==> config.mk <==
export PLATFORM = sky130hd
export DESIGN_NAME = i2c_target_rx
export DESIGN_NICKNAME = d
export VERILOG_FILES = /design/src/rtl/i2c_target_rx.sv
export SDC_FILE = /design/constraint.sdc
export NUM_CORES = 1
export LEC_CHECK = 0
export ABC_AREA = 1
export BUFFER_PORTS_ARGS = -buffer_cell sky130_fd_sc_hd__buf_4
export CORE_ASPECT_RATIO = 0.9
export CORE_UTILIZATION = 30
export DETAILED_ROUTE_END_ITERATION = 8
export GPL_TIMING_DRIVEN = 0
export PLACE_DENSITY = 0.46
export SYNTH_ARGS = -nofsm -noshare
export SYNTH_HDL_FRONTEND = slang
export SYNTH_SLANG_ARGS = --single-unit
==> constraint.sdc <==
create_clock -name clk -period 3.1 [get_ports clk]
set_input_delay 0.62 -clock clk [delete_from_list [all_inputs] [get_ports clk]]
set_output_delay 0.62 -clock clk [all_outputs]
set_load 0.01 [all_outputs]
==> src/rtl/i2c_target_rx.sv <==
// Write-only I2C target: syncs SCL/SDA, matches ADDR+W, ACKs bytes and hands them over valid/ready.
// Pin events act 3 clk after they occur; a full buffer stretches SCL until freed or STRETCH_MAX expires.
module i2c_target_rx #(
  parameter logic [6:0] ADDR        = 7'h42,
  parameter int         STRETCH_MAX = 70000,
  parameter int         CBITS       = 17
) (
  input  logic       clk,
  input  logic       rst,
  input  logic       scl_in,
  input  logic       sda_in,
  output logic       scl_drive_low,
  output logic       sda_drive_low,
  output logic [7:0] rx_data,
  output logic       rx_valid,
  input  logic       rx_ready,
  output logic       busy,
  output logic       overrun
);

  typedef enum logic [2:0] {
    S_IDLE, S_ADDR, S_ADDR_ACK, S_RX, S_DATA_ACK, S_STRETCH, S_IGNORE
  } state_t;

  localparam int               LIMIT_I = (STRETCH_MAX > 0) ? STRETCH_MAX - 1 : 0;
  localparam logic [CBITS-1:0] LIMIT   = CBITS'(LIMIT_I);

  state_t             state_q, state_d;
  logic               scl_s1_q, scl_s1_d, scl_s2_q, scl_s2_d, scl_prev_q, scl_prev_d;
  logic               sda_s1_q, sda_s1_d, sda_s2_q, sda_s2_d, sda_prev_q, sda_prev_d;
  logic [3:0]         bit_cnt_q, bit_cnt_d;
  logic [7:0]         shift_q, shift_d;
  logic [CBITS-1:0]   stretch_cnt_q, stretch_cnt_d;
  logic [7:0]         rx_data_q, rx_data_d;
  logic               rx_valid_q, rx_valid_d;
  logic               scl_drive_q, scl_drive_d;
  logic               sda_drive_q, sda_drive_d;
  logic               busy_q, busy_d;
  logic               overrun_q, overrun_d;

  logic scl_rise, scl_fall, start_det, stop_det, handshake, buf_free;

  assign scl_rise  = scl_s2_q & ~scl_prev_q;
  assign scl_fall  = ~scl_s2_q & scl_prev_q;
  assign start_det = scl_s2_q & scl_prev_q & sda_prev_q & ~sda_s2_q;
  assign stop_det  = scl_s2_q & scl_prev_q & ~sda_prev_q & sda_s2_q;
  assign handshake = rx_valid_q & rx_ready;
  assign buf_free  = ~rx_valid_q | handshake;

  always_comb begin
    scl_s1_d      = scl_in;
    scl_s2_d      = scl_s1_q;
    scl_prev_d    = scl_s2_q;
    sda_s1_d      = sda_in;
    sda_s2_d      = sda_s1_q;
    sda_prev_d    = sda_s2_q;
    state_d       = state_q;
    bit_cnt_d     = bit_cnt_q;
    shift_d       = shift_q;
    stretch_cnt_d = stretch_cnt_q;
    rx_data_d     = rx_data_q;
    rx_valid_d    = rx_valid_q;
    scl_drive_d   = scl_drive_q;
    sda_drive_d   = sda_drive_q;
    busy_d        = busy_q;
    overrun_d     = 1'b0;

    if (handshake) rx_valid_d = 1'b0;

    if (start_det || stop_det) begin
      state_d       = start_det ? S_ADDR : S_IDLE;
      busy_d        = start_det;
      scl_drive_d   = 1'b0;
      sda_drive_d   = 1'b0;
      bit_cnt_d     = 4'd0;
      stretch_cnt_d = '0;
    end else begin
      // ACK states also count the 9th rising edge so its falling edge can be recognised
      if (scl_rise && (state_q inside {S_ADDR, S_RX, S_ADDR_ACK, S_DATA_ACK})) begin
        shift_d   = {shift_q[6:0], sda_s2_q};
        bit_cnt_d = bit_cnt_q + 4'd1;
      end
      case (state_q)
        S_ADDR: if (scl_fall && bit_cnt_q == 4'd8) begin
          if (shift_q == {ADDR, 1'b0}) begin
            sda_drive_d = 1'b1;
            state_d     = S_ADDR_ACK;
          end else begin
            state_d     = S_IGNORE;
          end
        end
        S_RX: if (scl_fall && bit_cnt_q == 4'd8) begin
          if (buf_free) begin
            rx_data_d   = shift_q;
            rx_valid_d  = 1'b1;
            sda_drive_d = 1'b1;
            state_d     = S_DATA_ACK;
          end else begin
            scl_drive_d   = 1'b1;
            stretch_cnt_d = '0;
            state_d       = S_STRETCH;
          end
        end
        S_STRETCH: begin
          if (buf_free) begin
            // SCL stays held one more cycle so the ACK is set up before release
            rx_data_d   = shift_q;
            rx_valid_d  = 1'b1;
            sda_drive_d = 1'b1;
            state_d     = S_DATA_ACK;
          end else if ((STRETCH_MAX != 0) && (stretch_cnt_q == LIMIT)) begin
            overrun_d   = 1'b1;
            scl_drive_d = 1'b0;
            state_d     = S_IGNORE;
          end else if (stretch_cnt_q != {CBITS{1'b1}}) begin
            stretch_cnt_d = stretch_cnt_q + 1'b1;
          end
        end
        S_ADDR_ACK, S_DATA_ACK: begin
          scl_drive_d = 1'b0;
          if (scl_fall && bit_cnt_q == 4'd9) begin
            sda_drive_d = 1'b0;
            bit_cnt_d   = 4'd0;
            state_d     = S_RX;
          end
        end
        default: ;
      endcase
    end
  end

  always_ff @(posedge clk) begin
    if (rst) begin
      state_q       <= S_IDLE;
      scl_s1_q      <= 1'b1;
      scl_s2_q      <= 1'b1;
      scl_prev_q    <= 1'b1;
      sda_s1_q      <= 1'b1;
      sda_s2_q      <= 1'b1;
      sda_prev_q    <= 1'b1;
      bit_cnt_q     <= 4'd0;
      shift_q       <= 8'h00;
      stretch_cnt_q <= '0;
      rx_data_q     <= 8'h00;
      rx_valid_q    <= 1'b0;
      scl_drive_q   <= 1'b0;
      sda_drive_q   <= 1'b0;
      busy_q        <= 1'b0;
      overrun_q     <= 1'b0;
    end else begin
      state_q       <= state_d;
      scl_s1_q      <= scl_s1_d;
      scl_s2_q      <= scl_s2_d;
      scl_prev_q    <= scl_prev_d;
      sda_s1_q      <= sda_s1_d;
      sda_s2_q      <= sda_s2_d;
      sda_prev_q    <= sda_prev_d;
      bit_cnt_q     <= bit_cnt_d;
      shift_q       <= shift_d;
      stretch_cnt_q <= stretch_cnt_d;
      rx_data_q     <= rx_data_d;
      rx_valid_q    <= rx_valid_d;
      scl_drive_q   <= scl_drive_d;
      sda_drive_q   <= sda_drive_d;
      busy_q        <= busy_d;
      overrun_q     <= overrun_d;
    end
  end

  assign scl_drive_low = scl_drive_q;
  assign sda_drive_low = sda_drive_q;
  assign rx_data       = rx_data_q;
  assign rx_valid      = rx_valid_q;
  assign busy          = busy_q;
  assign overrun       = overrun_q;

endmodule

==> results of run 1 <==
metal layers:
layer	vias up	wire (um)	GRT usage [%]
met5	-	0	0
met4	0	79	3.69
met3	6	213	2.29
met2	42	2530	21.8
met1	1090	3570	22.5
li1	1329	-	-
worst min-delay path by stage:
| stage | end | slack (ns) |
|---|---|---|
| after CTS | scl_prev_d | 0.42 |
| final | scl_prev_d | 0.42 |
| after floorplan | scl_prev_d | 0.39 |
| after detailed placement | scl_prev_d | 0.39 |
| after global placement | sda_prev_d | 0.39 |
| after global routing | sda_prev_d | 0.44 |
power by group:
part | total [uW] | switching, uW | internal (uW)
registers | 714 | 27.7 | 687
clock network | 484 | 239 | 245
logic | 282 | 187 | 95.2
cell type report:
class                           instances  area [um2]  area share [%]
Clock inverter                          3        47.5            1.54
Buffer                                  7        43.8            1.42
Tap cell                              119         149            4.82
Timing Repair Buffer                   17         128            4.13
Multi-Input combinational cell        288        1390            45.1
Clock buffer                            5        68.8            2.23
Inverter                               63         236            7.66
Sequential cell                        51        1020            33.1
flip-flops by register name, summed over array words and instances, names as in the netlist:
register       flops
stretch_cnt_q     17
sda_prev_q         1
busy               1
sda_drive_low      1
shift_q            8
rx_valid           1
scl_s1_q           1
sda_s1_q           1
overrun            1
bit_cnt_q          4
scl_prev_q         1
rx_data            8
scl_prev_d         1
scl_drive_low      1
sda_prev_d         1
state_q            3
metrics by stage:
step,util (%),std cells,hold slack [ns],power [uW]
global placement,34.4,545,0.391,1010
detailed placement,34.4,545,0.393,1010
CTS,35.7,553,0.419,1510
finish,35.7,553,0.417,1480
global route,35.7,553,0.439,1580
floorplan,-,409,0.389,937
cell families (layout without fill, tap and decap cells):
logic type / after synthesis / count (layout) / share of synthesized area, %
buffers and inverters: 70 / 95 / 10.4
AO/OA/AOI/OAI: 66 / 66 / 12.7
AND/OR/NAND/NOR: 212 / 212 / 35.1
XOR/XNOR: 5 / 5 / 1.62
adder cells (fa/ha/maj): 5 / 5 / 2.32
flip-flops: 51 / 51 / 37.9
Yosys cell counts (all sizes together):
master	n	area [um2]
ha	5	62.6
buf	4	32.5
xor2	4	35.0
dfxtp	51	1020
xnor2	1	8.76
nand4	4	40.0
inv	62	233
o21ai	32	171
nand2	104	410
nor2	62	260
nor3b	2	15.0
or2	4	25.0
nand3	22	120
nor3	12	60.1
a21oi	33	165
clkbuf	3	11.3
a31oi	1	6.26
and3	1	6.26
nand3b	1	7.51
clkinv	1	3.75
==> results.tsv, run 1 <==
stage	metric	value	unit
place	port buffer count	17	
timing	final setup fails	0	
clock_tree	# Post-CTS Setup Buffers	0	
layout	commonest non-fill, non-tap cells in the layout	98 x nand2_1, 55 x nor2_1, 54 x inv_1, 51 x dfxtp_1, 33 x a21oi_1	
layout	commonest non-fill, non-tap cell in the layout	nand2_1	
power	worst IR drop on VDD	224	uV
setup_path	CP top delay family	simple AND/OR/NAND/NOR gates	
floorplan	die width	102	um
timing	post-layout minimum cycle time	2.39	ns
clock_tree	clock buffer depth	2	
timing	Final Hold Vio Count	0	
routing	Wirelength per Cell	11.6	um
timing	Relative slew margins	63.2	%
timing	Final period util	77.3	%
clock_tree	clock latency on the worst-skew pair	0.31	ns
global_route	number of global-route vias before repair	2289	
setup_path	critical path class	reg -> reg	
clock_tree	htree depth	2	
logic_synthesis	Cells after Synth	409	
layout	final layout net count	443	
timing	fmax	0.418	GHz
setup_path	WP data arrival	2.63	ns
routing	routed wire length	6400	um
hold_path	Hold Path Class	reg -> reg	
layout	Fill cells	994	
global_route	Tot GR Track Use	14.9	%
setup_path	CP bufs+invs	1	
setup_path	Slowest cell on crit path	dfxtp_1	
floorplan	Die Y	91.9	um
clock_tree	clk root buf	clkbuf_8	
global_route	Overflow after GRT	0	
floorplan	die area	9370	um2
run	Max-Cap Viols	0	
timing	fin. max-slew vios	0	
routing	post-route ant nets	0	
routing	Via Count	2467	
clock_tree	CTS tree	yes	
floorplan	starting density of the core	31.2	%
logic_synthesis	syn avg cell area	6.59	um2
clock_tree	TritonCTS Buffers	5	
logic_synthesis	Seq cells post-synth	51	
layout	synth-to-layout area growth	14.6	%
setup_path	critical path required time	3.33	ns
logic_synthesis	Yosys cell types	30	
timing	Fin Setup TNS	0	ns
logic_synthesis	syn nets	419	
clock_tree	cts repair resizes	0	
timing	worst setup margin	0.705	ns
place	Placer Congestion	0.904	
logic_synthesis	Synth Warn #	0	
timing	RSZ-0062 raised after global routing	no	
global_route	initial antenna violation count	0	
routing	residual DRC count	0	
logic_synthesis	Netlist Area Pre-Place	2700	um2
setup_path	critical path startpoint	stretch_cnt_q[1]	
power	leak pwr	0.00127	uW
setup_path	RR Endpoint	stretch_cnt_q[5]	
outcome	outcome	completed	
timing	Fin Clk Skew	0.0107	ns
layout	antenna diode count	0	
hold_path	hold wc startpoint	scl_s1_q	
place	Final HPWL DP	4870	um
hold_path	worst hold path depth	1	
place	pre-CTS setup slack	0.699	ns
place	Placement Cell Area	2970	um2
clock_tree	CTS clk-pin slew, worst paths	0.10	ns
floorplan	IO Pins	18	
setup_path	Critical Path Sink	stretch_cnt_q[5]	
global_route	largest net degree at the start of global routing	18	
setup_path	Levels on crit path	15	
layout	share of cells above drive strength 1	13.4	%
setup_path	crit end category	flip-flop	
floorplan	CORE AREA	8650	um2
setup_path	crit-path cells	ha_1, nand2_2, nor2_1, nand2_1, nor2_1, nand2_1, nor3_1, ha_1, nand3_1, nand3_2, nor2_4, nand2_4, buf_6, nand2_1, a21oi_1	
logic_synthesis	sequential fraction of the synthesis area	37.9	%
setup_path	worst r2r src	stretch_cnt_q[1]	
power	Pwr per Cell Area	480	nW/um2
layout	Final Cell Area	3090	um2
clock_tree	clk sinks	51	
setup_path	r2r worst-path depth	15	
global_route	first-pass GRT wire length	10900	um
setup_path	crit path max fanout	10	
routing	drt pass-1 iters	4	
setup_path	Worst setup SP type	flip-flop	
clock_tree	hold-fix buffers at CTS	0	
setup_path	CP dominant cell by count	nand2_1	
setup_path	Largest stage delay, worst path	0.36	ns
routing	vias per cell	4.46	
timing	Slew @ Worst Pin	0.553	ns
floorplan	row cnt	32	
setup_path	Reg2Reg Setup Slack	0.71	ns
routing	DRT iter0 DRCs	84	
No activity file was read; power rests on OpenSTA's default activity.
==> run 2: changes to the inputs <==
- PLACE_DENSITY: 0.46 -> 0.48
- clock period: 3.1 -> 2.15 ns (I/O delays scaled with it)
==> results.tsv, run 2 (synthesized netlist as in run 1, its figures left out) <==
stage	metric	value	unit
global_route	first-pass GRT wire length	11000	um
clock_tree	clk root buf	clkbuf_8	
power	Tot Pwr	2030	uW
floorplan	IO Pins	18	
setup_path	CP bufs+invs	1	
setup_path	CP top delay family	simple AND/OR/NAND/NOR gates	
clock_tree	TritonCTS Buffers	5	
global_route	number of global-route vias before repair	2320	
hold_path	hold wc startpoint	sda_in	
floorplan	die area	9370	um2
clock_tree	clock latency on the worst-skew pair	0.31	ns
clock_tree	htree depth	2	
routing	drt pass-1 iters	4	
layout	commonest non-fill, non-tap cells in the layout	89 x nand2_1, 54 x inv_1, 52 x nor2_1, 43 x dfxtp_1, 28 x a21oi_1	
timing	RSZ-0062 raised after global routing	yes	
power	Pwr per Cell Area	621	nW/um2
layout	Util after Layout	37.8	%
layout	max reg flops	17	
place	port buffer count	17	
timing	post-layout minimum cycle time	2.14	ns
routing	routed wire length	6620	um
layout	commonest non-fill, non-tap cell in the layout	nand2_1	
timing	worst setup margin	0.0137	ns
setup_path	crit-path cells	ha_4, nand2_4, nor2_4, nand2_2, nor2_4, nand2_2, nor3_2, ha_2, nand3_2, nand3_2, nor2_4, nand2_4, clkbuf_16, nand2_2, a21oi_1	
floorplan	Die Y	91.9	um
power	worst IR drop on VDD	314	uV
timing	fin. max-slew vios	0	
layout	antenna diode count	0	
global_route	initial antenna violation count	0	
run	Max-Cap Viols	0	
hold_path	worst-case hold path end point	sda_s1_q	
routing	post-route ant nets	0	
layout	share of cells above drive strength 1	22.1	%
timing	Relative slew margins	57.2	%
clock_tree	CTS tree	yes	
setup_path	Largest stage delay, worst path	0.38	ns
setup_path	RR Endpoint	stretch_cnt_q[7]	
floorplan	starting density of the core	31.2	%
power	leak pwr	0.00133	uW
setup_path	WP data arrival	2.37	ns
hold_path	Hold Path Class	in -> reg	
layout	synth-to-layout area growth	21.2	%
timing	Final period util	99.4	%
setup_path	Reg2Reg Setup Slack	0.01	ns
place	pre-CTS setup slack	-0.208	ns
clock_tree	hold-fix buffers at CTS	0	
floorplan	CORE AREA	8650	um2
timing	final setup fails	0	
clock_tree	CTS clk-pin slew, worst paths	0.10	ns
timing	Fin Clk Skew	0.00774	ns
global_route	largest net degree at the start of global routing	18	
routing	Via Count	2535	
timing	Fin Setup TNS	0	ns
timing	fmax	0.468	GHz
global_route	Tot GR Track Use	15.1	%
setup_path	Slowest cell on crit path	dfxtp_4	
place	Placed Cells incl. Taps	545	
floorplan	row cnt	32	
setup_path	critical path startpoint	stretch_cnt_q[1]	
timing	Final Hold Vio Count	0	
place	Placer Congestion	0.843	
layout	most flop-heavy register	stretch_cnt_q	
clock_tree	clk sinks	51	
floorplan	die width	102	um
routing	Wirelength per Cell	11.8	um
setup_path	crit end category	flip-flop	
setup_path	Worst setup SP type	flip-flop	
place	Final HPWL DP	4850	um
outcome	outcome	completed	
hold_path	worst hold path depth	2	
setup_path	r2r worst-path depth	15	
routing	DRT iter0 DRCs	139	
setup_path	critical path class	reg -> reg	
setup_path	crit path max fanout	5	
setup_path	critical path required time	2.38	ns
setup_path	worst r2r src	stretch_cnt_q[1]	
clock_tree	clock buffer depth	2	
timing	Slew @ Worst Pin	0.642	ns
routing	residual DRC count	0	
layout	Non-Filler Instances	562	
global_route	Overflow after GRT	0	
layout	final layout net count	452	
routing	vias per cell	4.51	
==> run 2: layout make-up <==
type | count | area, um2
Clock inverter | 3 | 23.8
Sequential cell | 51 | 1030
Timing Repair Buffer | 26 | 213
Tap cell | 119 | 149
Inverter | 63 | 238
Buffer | 7 | 47.5
Clock buffer | 5 | 68.8
Multi-Input combinational cell | 288 | 1490
Fill cell | 956 | 5380
==> run 2: worst max-delay path by stage <==
stage	to	slack, ns	cells after the start
2_1_floorplan	stretch_cnt_q[8]	0.19	15
3_3_place_gp	stretch_cnt_q[1]	-0.22	15
3_5_place_dp	stretch_cnt_q[8]	-0.21	15
4_1_cts	stretch_cnt_q[10]	-0.009	15
5_1_grt	stretch_cnt_q[0]	-0.09	15
6_report	stretch_cnt_q[7]	0.01	15
==> run 2: per-layer routing <==
| metal | vias to the layer above | global-route usage, % | part of all wire [%] |
|---|---|---|---|
| met5 | - | 0 | 0 |
| met4 | 0 | 3.57 | 0.88 |
| met3 | 4 | 2.74 | 2.3 |
| met2 | 33 | 22.7 | 41 |
| met1 | 1143 | 22.1 | 56 |
| li1 | 1355 | - | - |
==> run 2: stage by stage <==
step	instance area [um2]	hold WS, ns
after detailed placement	2970	0.392
after global routing	3270	0.288
final	3270	0.300
after global placement	2970	0.391
after floorplan	2700	0.389
after CTS	3100	0.290
==> run 2: worst register-to-register path: stages, from the launching register on <==
cell,delay [ns]
dfxtp_4,0.38
ha_4,0.16
nand2_4,0.07
nor2_4,0.14
nand2_2,0.09
nor2_4,0.11
nand2_2,0.07
nor3_2,0.17
ha_2,0.20
nand3_2,0.10
nand3_2,0.10
nor2_4,0.06
nand2_4,0.10
clkbuf_16,0.16
nand2_2,0.04
a21oi_1,0.12
==> run 2: where the power goes <==
| part | total [uW] | internal, uW | switching, uW |
|---|---|---|---|
| Sequential | 1030 | 989 | 40.8 |
| Clock | 587 | 234 | 353 |
| Combinational | 412 | 137 | 275 |
| Total | 2030 | 1360 | 669 |
==> run 2: timing repair <==
action	4_1_cts	5_1_grt
pin swaps	1	14
gates resized for setup	13	25
cloned	0	1
setup endpoints to repair	17	17
buffers inserted	0	8
